### config.mk
export PLATFORM = sky130hd
export DESIGN_NAME = instr_encoder
export DESIGN_NICKNAME = d
export VERILOG_FILES = /design/src/rtl/mips_pkg.sv /design/src/rtl/instr_encoder.sv
export SDC_FILE = /design/constraint.sdc
export NUM_CORES = 1
export LEC_CHECK = 0
export BUFFER_PORTS_ARGS = -buffer_cell sky130_fd_sc_hd__buf_2
export CAP_MARGIN = 10
export CELL_PAD_IN_SITES_DETAIL_PLACEMENT = 2
export CELL_PAD_IN_SITES_GLOBAL_PLACEMENT = 2
export CORE_MARGIN = 8
export CORE_UTILIZATION = 25
export DETAILED_ROUTE_END_ITERATION = 10
export GPL_ROUTABILITY_DRIVEN = 1
export PLACE_DENSITY_LB_ADDON = 0.12
export SLEW_MARGIN = 20
export SYNTH_ARGS = -nofsm -noshare
export SYNTH_HDL_FRONTEND = slang
export SYNTH_SLANG_ARGS = --single-unit
### constraint.sdc
create_clock -name clk -period 1.8 [get_ports clk]
set_input_delay 0.09 -clock clk [delete_from_list [all_inputs] [get_ports clk]]
set_output_delay 0.09 -clock clk [all_outputs]
set_load 0.03 [all_outputs]
### src/rtl/mips_pkg.sv
// mips_pkg: the MIPS instruction kinds, 6-bit opcodes, encoder FSM states and field packing
// helpers shared by the instruction encoder and the main decoder.
// Build option: INSTR_ENCODER_LI32_EN enables the two-word LI32 pseudo-instruction and the
// HOLD2 state that goes with it.
package mips_pkg;

    typedef enum logic [3:0] {
        KindRtype = 4'd0,
        KindLw    = 4'd1,
        KindSw    = 4'd2,
        KindBeq   = 4'd3,
        KindAddi  = 4'd4,
        KindJ     = 4'd5,
        KindXori  = 4'd6,
        KindLui   = 4'd7,
        KindBgtz  = 4'd8,
        KindLi    = 4'd9,
        KindLi32  = 4'd10
    } instr_kind_t;

    localparam logic [5:0] OP_RTYPE = 6'b000000;
    localparam logic [5:0] OP_LW    = 6'b100011;
    localparam logic [5:0] OP_SW    = 6'b101011;
    localparam logic [5:0] OP_BEQ   = 6'b000100;
    localparam logic [5:0] OP_ADDI  = 6'b001000;
    localparam logic [5:0] OP_J     = 6'b000010;
    localparam logic [5:0] OP_XORI  = 6'b001110;
    localparam logic [5:0] OP_LUI   = 6'b001111;
    localparam logic [5:0] OP_BGTZ  = 6'b000111;
    localparam logic [5:0] OP_LI    = 6'b010001;

`ifdef INSTR_ENCODER_LI32_EN
    // StHold2: first LI32 word is on the output, the second is waiting behind it.
    typedef enum logic [1:0] {
        StIdle  = 2'd0,
        StHold  = 2'd1,
        StHold2 = 2'd2
    } enc_state_t;
`else
    typedef enum logic [0:0] {
        StIdle = 1'b0,
        StHold = 1'b1
    } enc_state_t;
`endif

    typedef struct packed {
        logic        legal;
        logic        last;
        logic [31:0] word;
    } enc_result_t;

    function automatic logic [31:0] pack_r(input logic [4:0] rs, input logic [4:0] rt,
                                           input logic [4:0] rd, input logic [5:0] funct);
        return {OP_RTYPE, rs, rt, rd, 5'd0, funct};
    endfunction

    function automatic logic [31:0] pack_i(input logic [5:0] op, input logic [4:0] rs,
                                           input logic [4:0] rt, input logic [15:0] imm);
        return {op, rs, rt, imm};
    endfunction

    function automatic logic [31:0] pack_j(input logic [5:0] op, input logic [25:0] target);
        return {op, target};
    endfunction

    // First (often only) word of a request; legal=0 for kinds this build cannot encode.
    function automatic enc_result_t encode_first(input logic [3:0]  kind,
                                                 input logic [4:0]  rs,
                                                 input logic [4:0]  rt,
                                                 input logic [4:0]  rd,
                                                 input logic [5:0]  funct,
                                                 input logic [31:0] imm,
                                                 input logic [25:0] target);
        enc_result_t res;
        res.legal = 1'b1;
        res.last  = 1'b1;
        res.word  = '0;
        case (kind)
            KindRtype: res.word = pack_r(rs, rt, rd, funct);
            KindLw:    res.word = pack_i(OP_LW, rs, rt, imm[15:0]);
            KindSw:    res.word = pack_i(OP_SW, rs, rt, imm[15:0]);
            KindBeq:   res.word = pack_i(OP_BEQ, rs, rt, imm[15:0]);
            KindAddi:  res.word = pack_i(OP_ADDI, rs, rt, imm[15:0]);
            KindJ:     res.word = pack_j(OP_J, target);
            KindXori:  res.word = pack_i(OP_XORI, rs, rt, imm[15:0]);
            KindLui:   res.word = pack_i(OP_LUI, 5'd0, rt, imm[15:0]);
            KindBgtz:  res.word = pack_i(OP_BGTZ, rs, 5'd0, imm[15:0]);
            KindLi:    res.word = pack_i(OP_LI, 5'd0, rt, imm[15:0]);
`ifdef INSTR_ENCODER_LI32_EN
            KindLi32: begin
                res.word = pack_i(OP_LUI, 5'd0, rt, imm[31:16]);
                res.last = 1'b0;
            end
`endif
            default: begin
                res.legal = 1'b0;
                res.last  = 1'b0;
            end
        endcase
        return res;
    endfunction

    // Second LI32 word: XORI rt,rt,imm[15:0] fills the low half left zero by LUI.
    function automatic logic [31:0] encode_li32_low(input logic [4:0] rt, input logic [15:0] imm);
        return pack_i(OP_XORI, rt, rt, imm);
    endfunction

endpackage

### src/rtl/instr_encoder.sv
// instr_encoder: turns one instruction request into one (or, for LI32, two) 32-bit MIPS words
// on a valid/ready output stream with a single output register stage.
// Build option: INSTR_ENCODER_LI32_EN enables LI32; otherwise LI32 is reported as illegal.
module instr_encoder
    import mips_pkg::*;
(
    input  logic        clk,
    input  logic        reset,
    input  logic        req_valid,
    output logic        req_ready,
    input  logic [3:0]  req_kind,
    input  logic [4:0]  req_rs,
    input  logic [4:0]  req_rt,
    input  logic [4:0]  req_rd,
    input  logic [5:0]  req_funct,
    input  logic [31:0] req_imm,
    input  logic [25:0] req_target,
    output logic        out_valid,
    input  logic        out_ready,
    output logic [31:0] out_instr,
    output logic        out_last,
    output logic        err_illegal,
    output logic [15:0] emitted_cnt
);

    enc_state_t  state_q, state_d;
    logic [31:0] instr_q, instr_d;
    logic        last_q, last_d;
    logic        err_q, err_d;
    logic [15:0] cnt_q, cnt_d;
    enc_result_t enc;
    logic        accept;
    logic        out_fire;
`ifdef INSTR_ENCODER_LI32_EN
    logic [31:0] pend_q, pend_d;
`endif

    // Handshake qualifiers; a new request may replace a word only as that word leaves.
    always_comb begin
        out_valid = (state_q != StIdle);
        req_ready = (state_q == StIdle) || ((state_q == StHold) && out_ready);
        accept    = req_valid && req_ready;
        out_fire  = out_valid && out_ready;
        enc       = encode_first(req_kind, req_rs, req_rt, req_rd, req_funct, req_imm,
                                 req_target);
    end

    // Next-state: drain the held word, then load an accepted request on top of it.
    always_comb begin
        state_d = state_q;
        instr_d = instr_q;
        last_d  = last_q;
        err_d   = 1'b0;
        cnt_d   = cnt_q + {15'd0, out_fire};
`ifdef INSTR_ENCODER_LI32_EN
        pend_d  = pend_q;
        if ((state_q == StHold2) && out_ready) begin
            state_d = StHold;
            instr_d = pend_q;
            last_d  = 1'b1;
        end
`endif
        if ((state_q == StHold) && out_ready) begin
            state_d = StIdle;
        end
        if (accept) begin
            if (enc.legal) begin
                instr_d = enc.word;
                last_d  = enc.last;
                state_d = StHold;
`ifdef INSTR_ENCODER_LI32_EN
                if (!enc.last) begin
                    state_d = StHold2;
                    pend_d  = encode_li32_low(req_rt, req_imm[15:0]);
                end
`endif
            end else begin
                err_d   = 1'b1;
                state_d = StIdle;
            end
        end
    end

    // State and output registers; reset also drops any pending second LI32 word.
    always_ff @(posedge clk or posedge reset) begin
        if (reset) begin
            state_q <= StIdle;
            instr_q <= '0;
            last_q  <= 1'b0;
            err_q   <= 1'b0;
            cnt_q   <= '0;
`ifdef INSTR_ENCODER_LI32_EN
            pend_q  <= '0;
`endif
        end else begin
            state_q <= state_d;
            instr_q <= instr_d;
            last_q  <= last_d;
            err_q   <= err_d;
            cnt_q   <= cnt_d;
`ifdef INSTR_ENCODER_LI32_EN
            pend_q  <= pend_d;
`endif
        end
    end

    assign out_instr   = instr_q;
    assign out_last    = last_q;
    assign err_illegal = err_q;
    assign emitted_cnt = cnt_q;

endmodule

==> summary.txt, run 1 <==
Worst setup path
  – Critical path class: reg2reg
  – Startpoint types: flip-flop
  – Critical path's top delay family: simple AND/OR/NAND/NOR gates
  – Max Fanout on Critical Path: 4
  – CP endpoint kind: flip-flop
  – CP Buf/Inv Count: 1
  – R2R setup slack: 170 ps
  – Crit-path cells: and2_1 -> ha_2 -> ha_1 -> inv_1 -> nor3_2 -> and3_1 -> xor2_1
  – Crit path DAT: 1860 ps
  – R2R Path End: emitted_cnt[10]
  – Worst setup path start: out_valid
  – CP max stage delay: 380 ps
  – Worst Path Required: 2030 ps
  – RR Startpoint: out_valid
  – Reg2Reg Depth: 7
  – CP max-delay cell: dfrtp_2

Pwr
  – Sw Ratio: 0.4013
  – Clk network pwr share: 0.212
  – Share of power burned in registers: 0.437
  – Maximum VDD drop: 0.2873 mV
  – PD cells: 990.4 nW/µm²
  – Cell Int Power: 2.061 mW
  – LEAKAGE: 1.655 nW
  – Part of the power in combinational logic: 0.351
  – Sw Pwr: 1.382 mW

Drt
  – DRT iter0 DRCs: 79
  – Drt drc: 0
  – Vias/cell: 4.744
  – Drt pass-1 iters: 4
  – WL/cell: 17.04 µm
  – Post-route antenna net violation count: 0
  – WL final: 8.911 mm
  – Via count: 2481

Clock network
  – Skew-Pair Late Insertion Delay: 300 ps
  – CTS Root Cell: clkbuf_8
  – CTS Buf Count: 5
  – CTS tree: built
  – Htree depth: 2
  – Worst-path clk slew: 100 ps
  – CTS sink cnt: 51
  – Maximum clock path buffer count: 2

Logic synthesis
  – Synthesized-area fraction occupied by adder cells: 0.009804
  – Async S/R FF share, synth: 1.000
  – Count of cell types in the netlist: 39
  – Top cell type by total area after synthesis: dfrtp_1
  – Post-synth net total: 353
  – Post-synth EDFFs: 0
  – Top post-synthesis cells by area: dfrtp_1, a22oi_1, nor2_1
  – Synth top area share: 0.5000
  – Mapped Area: 2552 µm²
  – Simple-gate area share of the yosys netlist: 0.1912
  – Mux contribution to synthesized area: 0.007843
  – Mapped Cells: 264
  – Synth Area in Compound Gates: 0.1975
  – Primary FF master, synth: dfrtp_1
  – Xor/xnor share of the synthesized area: 0.04804
  – Warnings, synthesis: 0
  – Main combinational cell family by area after synthesis: compound AO/OA/AOI/OAI gates
  – Seq/Total Area, Yosys: 0.5000
  – Seq cells post-synth: 51
  – Syn Area/Cell: 9.668 µm²

Timing
  – Slew Viols, Final: 0
  – Worst-Margin Slew: 730.3 ps
  – Setup TNS: 0 ps
  – Fin crit period: 1630 ps
  – Setup violators final: 0
  – Worst Hold Slack: 26.75 ps
  – Setup slack after layout: 170.1 ps
  – Max Clock Skew: 6.013 ps
  – FMAX: 0.6135 GHz
  – Period utilisation layout: 0.9055
  – Final hold violation count: 0
  – Max transition margin: 0.5115

Final layout
  – Post-route cell area: 3476 µm²
  – Seq. cell area: 1277 µm²
  – Nets@finish: 475
  – Fraction of layout cells with a size suffix above 1: 0.3902
  – Area of the multi-input gates: 1182 µm²
  – N_diodes: 0
  – # fillers: 1175
  – Layout area overhead: 36.18%

Outcome
  – Status: finished, final reports clean

Min path
  – Worst hold path type: in2reg
  – Worst hold path depth: 3
  – Hold Path Sink: out_instr[3]
  – Hold Path Origin: req_imm[3]

Die
  – Core Box Area: 10140 µm²
  – Site row count: 37
  – Die height: 117.0 µm
  – Die footprint: 13700 µm²
  – Starting Density: 0.2518
  – IO Pins: 139
  – Die W: 117.0 µm

Global route
  – GR Overflow Total: 0
  – Initial antenna violation count: 0
  – Vias in the first global route: 2808
  – GRT Overall Usage: 0.1345
  – First-pass GRT wire length: 14.43 mm
  – Largest net degree at the start of global routing: 36

Placed design
  – Placer Congestion: 0.6873
  – IO Port Bufs: 122
  – Pre-CTS setup slack: 20.82 ps
  – Post-placement cell area: 3344 µm²
  – Half-perimeter wire length after placement: 6.966 mm

Job
  – Max Cap Viol: 0
[per-layer routing]
layer / up-vias / part of all wire / global-route usage
li1: 1194 / - / -
met5: - / 0 / 0
met2: 64 / 0.50 / 0.2367
met4: 0 / 0.0081 / 0.03328
met1: 1216 / 0.43 / 0.1631
met3: 7 / 0.058 / 0.02873
[layout by cell type, fill, tap and decap left out, types with 2 or more instances in the layout]
cell	n
dfrtp_1	50
buf_2	122
nor3_2	2
nand4_1	2
inv_1	6
nor4_1	2
a21oi_1	21
mux2i_1	2
buf_4	8
a22oi_1	26
xor2_1	5
nand2b_1	4
o31ai_1	2
a31oi_1	11
nor2_1	30
or3_1	12
nand3_1	8
o21ai_0	6
xnor2_1	9
and2_1	4
clkbuf_8	6
and3_1	4
a22o_1	2
buf_12	2
nand2_1	19
[final cells by class]
type	instances	area share
Clock inverter	2	0.004680
Timing Repair Buffer	133	0.2073
Multi-Input combinational cell	188	0.3402
Inverter	7	0.007559
Sequential cell	51	0.3675
Clock buffer	6	0.02376
Tap cell	136	0.04896
[tightest hold or removal path, delay by kind of cell]
kind,cells,cell delay (ps)
simple gates,1,50
buf+inv,1,100
compound gates,1,70
[stage by stage]
step / instances / power (mW) / util
after detailed placement: 514 / 2.767 / 0.3299
final: 523 / 3.443 / 0.3428
after global routing: 523 / 3.670 / 0.3428
after floorplan: 264 / 2.292 / -
after CTS: 523 / 3.520 / 0.3415
after global placement: 514 / 2.733 / 0.3299
[flip-flops by register name, indices dropped and copies added (netlist names)]
name / cells
emitted_cnt: 16
err_illegal: 1
out_instr: 32
out_last: 1
out_valid: 1
[what timing repair did]
item / CTS / global route
resized for setup: 1 / 3
hold endpoints to repair: 17 / 0
buffers inserted: 0 / 0
hold buffers: 1 / 0
endpoints found under the setup margin: 1 / 5
pin swaps: 0 / 2
[worst max path at each step]
| stage | end | slack, ps | depth (start not counted) |
|---|---|---|---|
| floorplan | emitted_cnt[12] | 70 | 7 |
| global placement | emitted_cnt[12] | 90 | 7 |
| detailed placement | emitted_cnt[15] | 20 | 6 |
| CTS | emitted_cnt[10] | 40 | 7 |
| global route | emitted_cnt[10] | -6 | 7 |
| finish | emitted_cnt[10] | 170 | 7 |
[Yosys cell counts, types with 2 or more instances]
library cell,instances
nand3_1,8
or3_1,12
o21ai_0,6
xor2_1,5
o31ai_1,2
buf_4,3
inv_1,7
a22o_1,2
a22oi_1,26
mux2i_1,2
a31oi_1,11
dfrtp_1,51
clkbuf_1,6
a21oi_1,21
nand2b_1,4
nand4_1,2
xnor2_1,9
nor2_1,30
and3_1,4
buf_2,9
and2_1,4
nand2_1,19
nor4_1,3
ha_1,2
nor3_1,2
[cells by family after synthesis]
family,count (synthesis)
AOI/OAI and AO/OA,76
xor gates and xnor gates,14
adders and majority gates,2
buffers and inverters,25
DFF,51
muxes,2
and+or+nand+nor,94
[power groups by stage]
stage	logic, mW	clock network [mW]	registers (mW)
global route	1.32	0.804	1.54
detailed placement	1.23	0	1.53
finish	1.21	0.729	1.51
CTS	1.24	0.771	1.51
global placement	1.22	0	1.52
floorplan	0.366	0	1.93
Note: power is estimated with default switching activity, not from simulation.
==> run 2: changes to the inputs <==
--- a/config.mk
+++ b/config.mk
@@ -5,12 +5,13 @@
 export SDC_FILE = /design/constraint.sdc
 export NUM_CORES = 1
 export LEC_CHECK = 0
+export ABC_AREA = 1
 export BUFFER_PORTS_ARGS = -buffer_cell sky130_fd_sc_hd__buf_2
 export CAP_MARGIN = 10
 export CELL_PAD_IN_SITES_DETAIL_PLACEMENT = 2
 export CELL_PAD_IN_SITES_GLOBAL_PLACEMENT = 2
 export CORE_MARGIN = 8
-export CORE_UTILIZATION = 25
+export CORE_UTILIZATION = 23
 export DETAILED_ROUTE_END_ITERATION = 10
 export GPL_ROUTABILITY_DRIVEN = 1
 export PLACE_DENSITY_LB_ADDON = 0.12
==> run 2 against run 1 <==
  * Sequential power barely moved
  * Largest power group unchanged
  * Largest cell class unchanged
  * Cell area rose by 4.7%
  * Count of clock-buffer cells in the layout fell by 1
  * Critical path depth rose by 2
  * First-iteration DRC count rose by 8.9%
  * Non-clock buffer count did not move
==> summary.txt, run 2 <==
Outcome
  – Status: finished, final reports clean

Global route
  – GRT Overall Usage: 0.1319
  – GR Overflow Total: 0
  – Vias in the first global route: 3175
  – Initial antenna violation count: 1
  – Largest net degree at the start of global routing: 34
  – First-pass GRT wire length: 16.05 mm

Clock network
  – Number of gates resized after CTS: 0
  – Post-CTS Setup Inserts: 0
  – CTS tree: built
  – CTS sink cnt: 51
  – CTS Root Cell: clkbuf_16
  – CTS Buf Count: 5
  – Skew-Pair Late Insertion Delay: 290 ps
  – Htree depth: 2
  – Hold_buf cts: 1
  – Worst-path clk slew: 80 ps
  – Maximum clock path buffer count: 2

Logic synthesis
  – Count of cell types in the netlist: 23
  – Syn Area/Cell: 7.528 µm²
  – Mapped Cells: 353
  – Post-synth net total: 442
  – Top cell type by total area after synthesis: dfrtp_1
  – Mapped Area: 2658 µm²
  – Top post-synthesis cells by area: dfrtp_1, nor2_1, nand2_1
  – Post-synth EDFFs: 0
  – Post-synth top cells: nor2_1, nand2_1, nand3_1
  – Seq/Total Area, Yosys: 0.4802
  – Most instantiated library cell after synthesis: nor2_1
  – Synth top area share: 0.4802
  – Async S/R FF share, synth: 1.000
  – Warnings, synthesis: 0
  – Seq cells post-synth: 51
  – Primary FF master, synth: dfrtp_1

Final layout
  – Most common cell after layout, fill and taps aside: buf_2
  – Non-Filler Instances: 627
  – Max reg flops: 32
  – Fraction of layout cells with a size suffix above 1: 0.3147
  – # fillers: 1330
  – Layout area overhead: 36.91%
  – Nets@finish: 571
  – Post-route core utilization: 0.3200
  – Commonest cells after routing, fill and taps aside: buf_2, nor2_1, nand2_1, nand3_1, dfrtp_1

Worst setup path
  – CP max stage delay: 360 ps
  – Critical path's top delay family: simple AND/OR/NAND/NOR gates
  – CP Buf/Inv Count: 2
  – Crit path DAT: 1750 ps
  – Worst Path Required: 1980 ps
  – CP max-delay cell: dfrtp_1
  – Crit-path cells: nand2_1 -> inv_1 -> ha_1 -> ha_1 -> nand2_1 -> nor2_1 -> buf_4 -> nand4_1 -> xnor2_1
  – Startpoint types: flip-flop
  – Max Fanout on Critical Path: 4
  – Critical path class: reg2reg
  – CP endpoint kind: flip-flop

Timing
  – Setup violators final: 0
  – Final hold violation count: 0
  – Fin crit period: 1568 ps
  – Max transition margin: 0.6267
  – Setup TNS: 0 ps
  – RSZ-0062 raised after global routing: false
  – Max Clock Skew: 7.573 ps
  – FMAX: 0.6378 GHz
  – Slew Viols, Final: 0
  – Worst-Margin Slew: 559.4 ps
  – Period utilisation layout: 0.8710

Die
  – Die height: 123.5 µm
  – IO Pins: 139
  – Die footprint: 15250 µm²
  – Core Box Area: 11370 µm²
  – Starting Density: 0.2337
  – Site row count: 39
  – Die W: 123.5 µm

Pwr
  – Power Total: 3.608 mW
  – Maximum VDD drop: 0.4170 mV
  – LEAKAGE: 1.953 nW
  – PD cells: 991.8 nW/µm²

Placed design
  – Placer Congestion: 0.7153
  – Cells after DPL: 617
  – Half-perimeter wire length after placement: 7.920 mm
  – IO Port Bufs: 122

Drt
  – Post-route antenna net violation count: 0
  – WL final: 9.810 mm
  – DRT iter0 DRCs: 86
  – WL/cell: 15.65 µm
  – Drt pass-1 iters: 4
  – Via count: 2778
  – Drt drc: 0
  – Vias/cell: 4.431

Min path
  – Worst hold path type: in2reg

Job
  – Max Cap Viol: 0
==> run 2: changes by cell type after synthesis, moves of 16 or more <==
cell,delta
nand2_1,+57
nor2_1,+47
nand3_1,+46
a22oi_1,-26
inv_1,+26
a21oi_1,-16
==> run 2: routing by layer <==
metal,up-vias,share of wire,GRT usage
li1,1371,-,-
met1,1326,0.44,0.1581
met2,73,0.49,0.2312
met3,6,0.068,0.03881
met4,2,0.0061,0.02257
met5,-,0.0013,0
==> run 2: through the flow <==
stage                     instance area (µm²)  hold WS, ps  worst slack, ps
after floorplan                          2658        245.1            58.37
after global placement                   3477        141.4            271.3
after detailed placement                 3477        140.9            204.6
after CTS                                3636        51.57            194.0
after global routing                     3636        67.89            27.34
final                                    3638        59.13            232.2
==> run 2: worst reg2reg max path, cell delays in order (launching register included) <==
cell and delay (ps):
dfrtp_1 360, nand2_1 60, inv_1 50, ha_1 170
ha_1 200, nand2_1 70, nor2_1 140, buf_4 160
nand4_1 110, xnor2_1 150
==> run 2: area by class of cell <==
type | instances | area (µm²) | share of cell area
Inverter | 36 | 135.1 | 0.03714
Clock inverter | 3 | 23.77 | 0.006534
Multi-Input combinational cell | 255 | 1176 | 0.3232
Sequential cell | 51 | 1276 | 0.3508
Clock buffer | 5 | 125.1 | 0.03439
Timing Repair Buffer | 133 | 720.7 | 0.1981
Antenna cell | 1 | 2.502 | 0.0006878
Tap cell | 143 | 178.9 | 0.04917
==> run 2: cells by family (layout without fill, tap and decap cells) <==
group | count (synthesis) | in the layout | synth area share
and+or+nand+nor | 225 | 225 | 0.3597
DFF | 51 | 51 | 0.4802
buffers and inverters | 47 | 177 | 0.07721
AOI/OAI and AO/OA | 16 | 16 | 0.03390
xor gates and xnor gates | 12 | 12 | 0.03955
adders and majority gates | 2 | 2 | 0.009415
other | 0 | 1 | 0
==> run 2: path summary, 6_finish.rpt <==
check / cells after the start / from / slack [ps] / end
setup / recovery: 9 / out_valid / 230 / emitted_cnt[10]
hold / removal: 3 / req_target[23] / 60 / out_instr[23]
setup reg to reg: 9 / out_valid / 230 / emitted_cnt[10]
hold reg to reg: 1 / out_last / 470 / out_last
max in group asynchronous: 4 / reset / 890 / emitted_cnt[2]
min in group asynchronous: 3 / reset / 360 / out_instr[19]
==> run 2: where the power goes <==
group	switching, mW	total, mW	internal, mW
Combinational	0.805	1.16	0.350
Sequential	0.140	1.48	1.34
Clock	0.450	0.971	0.521
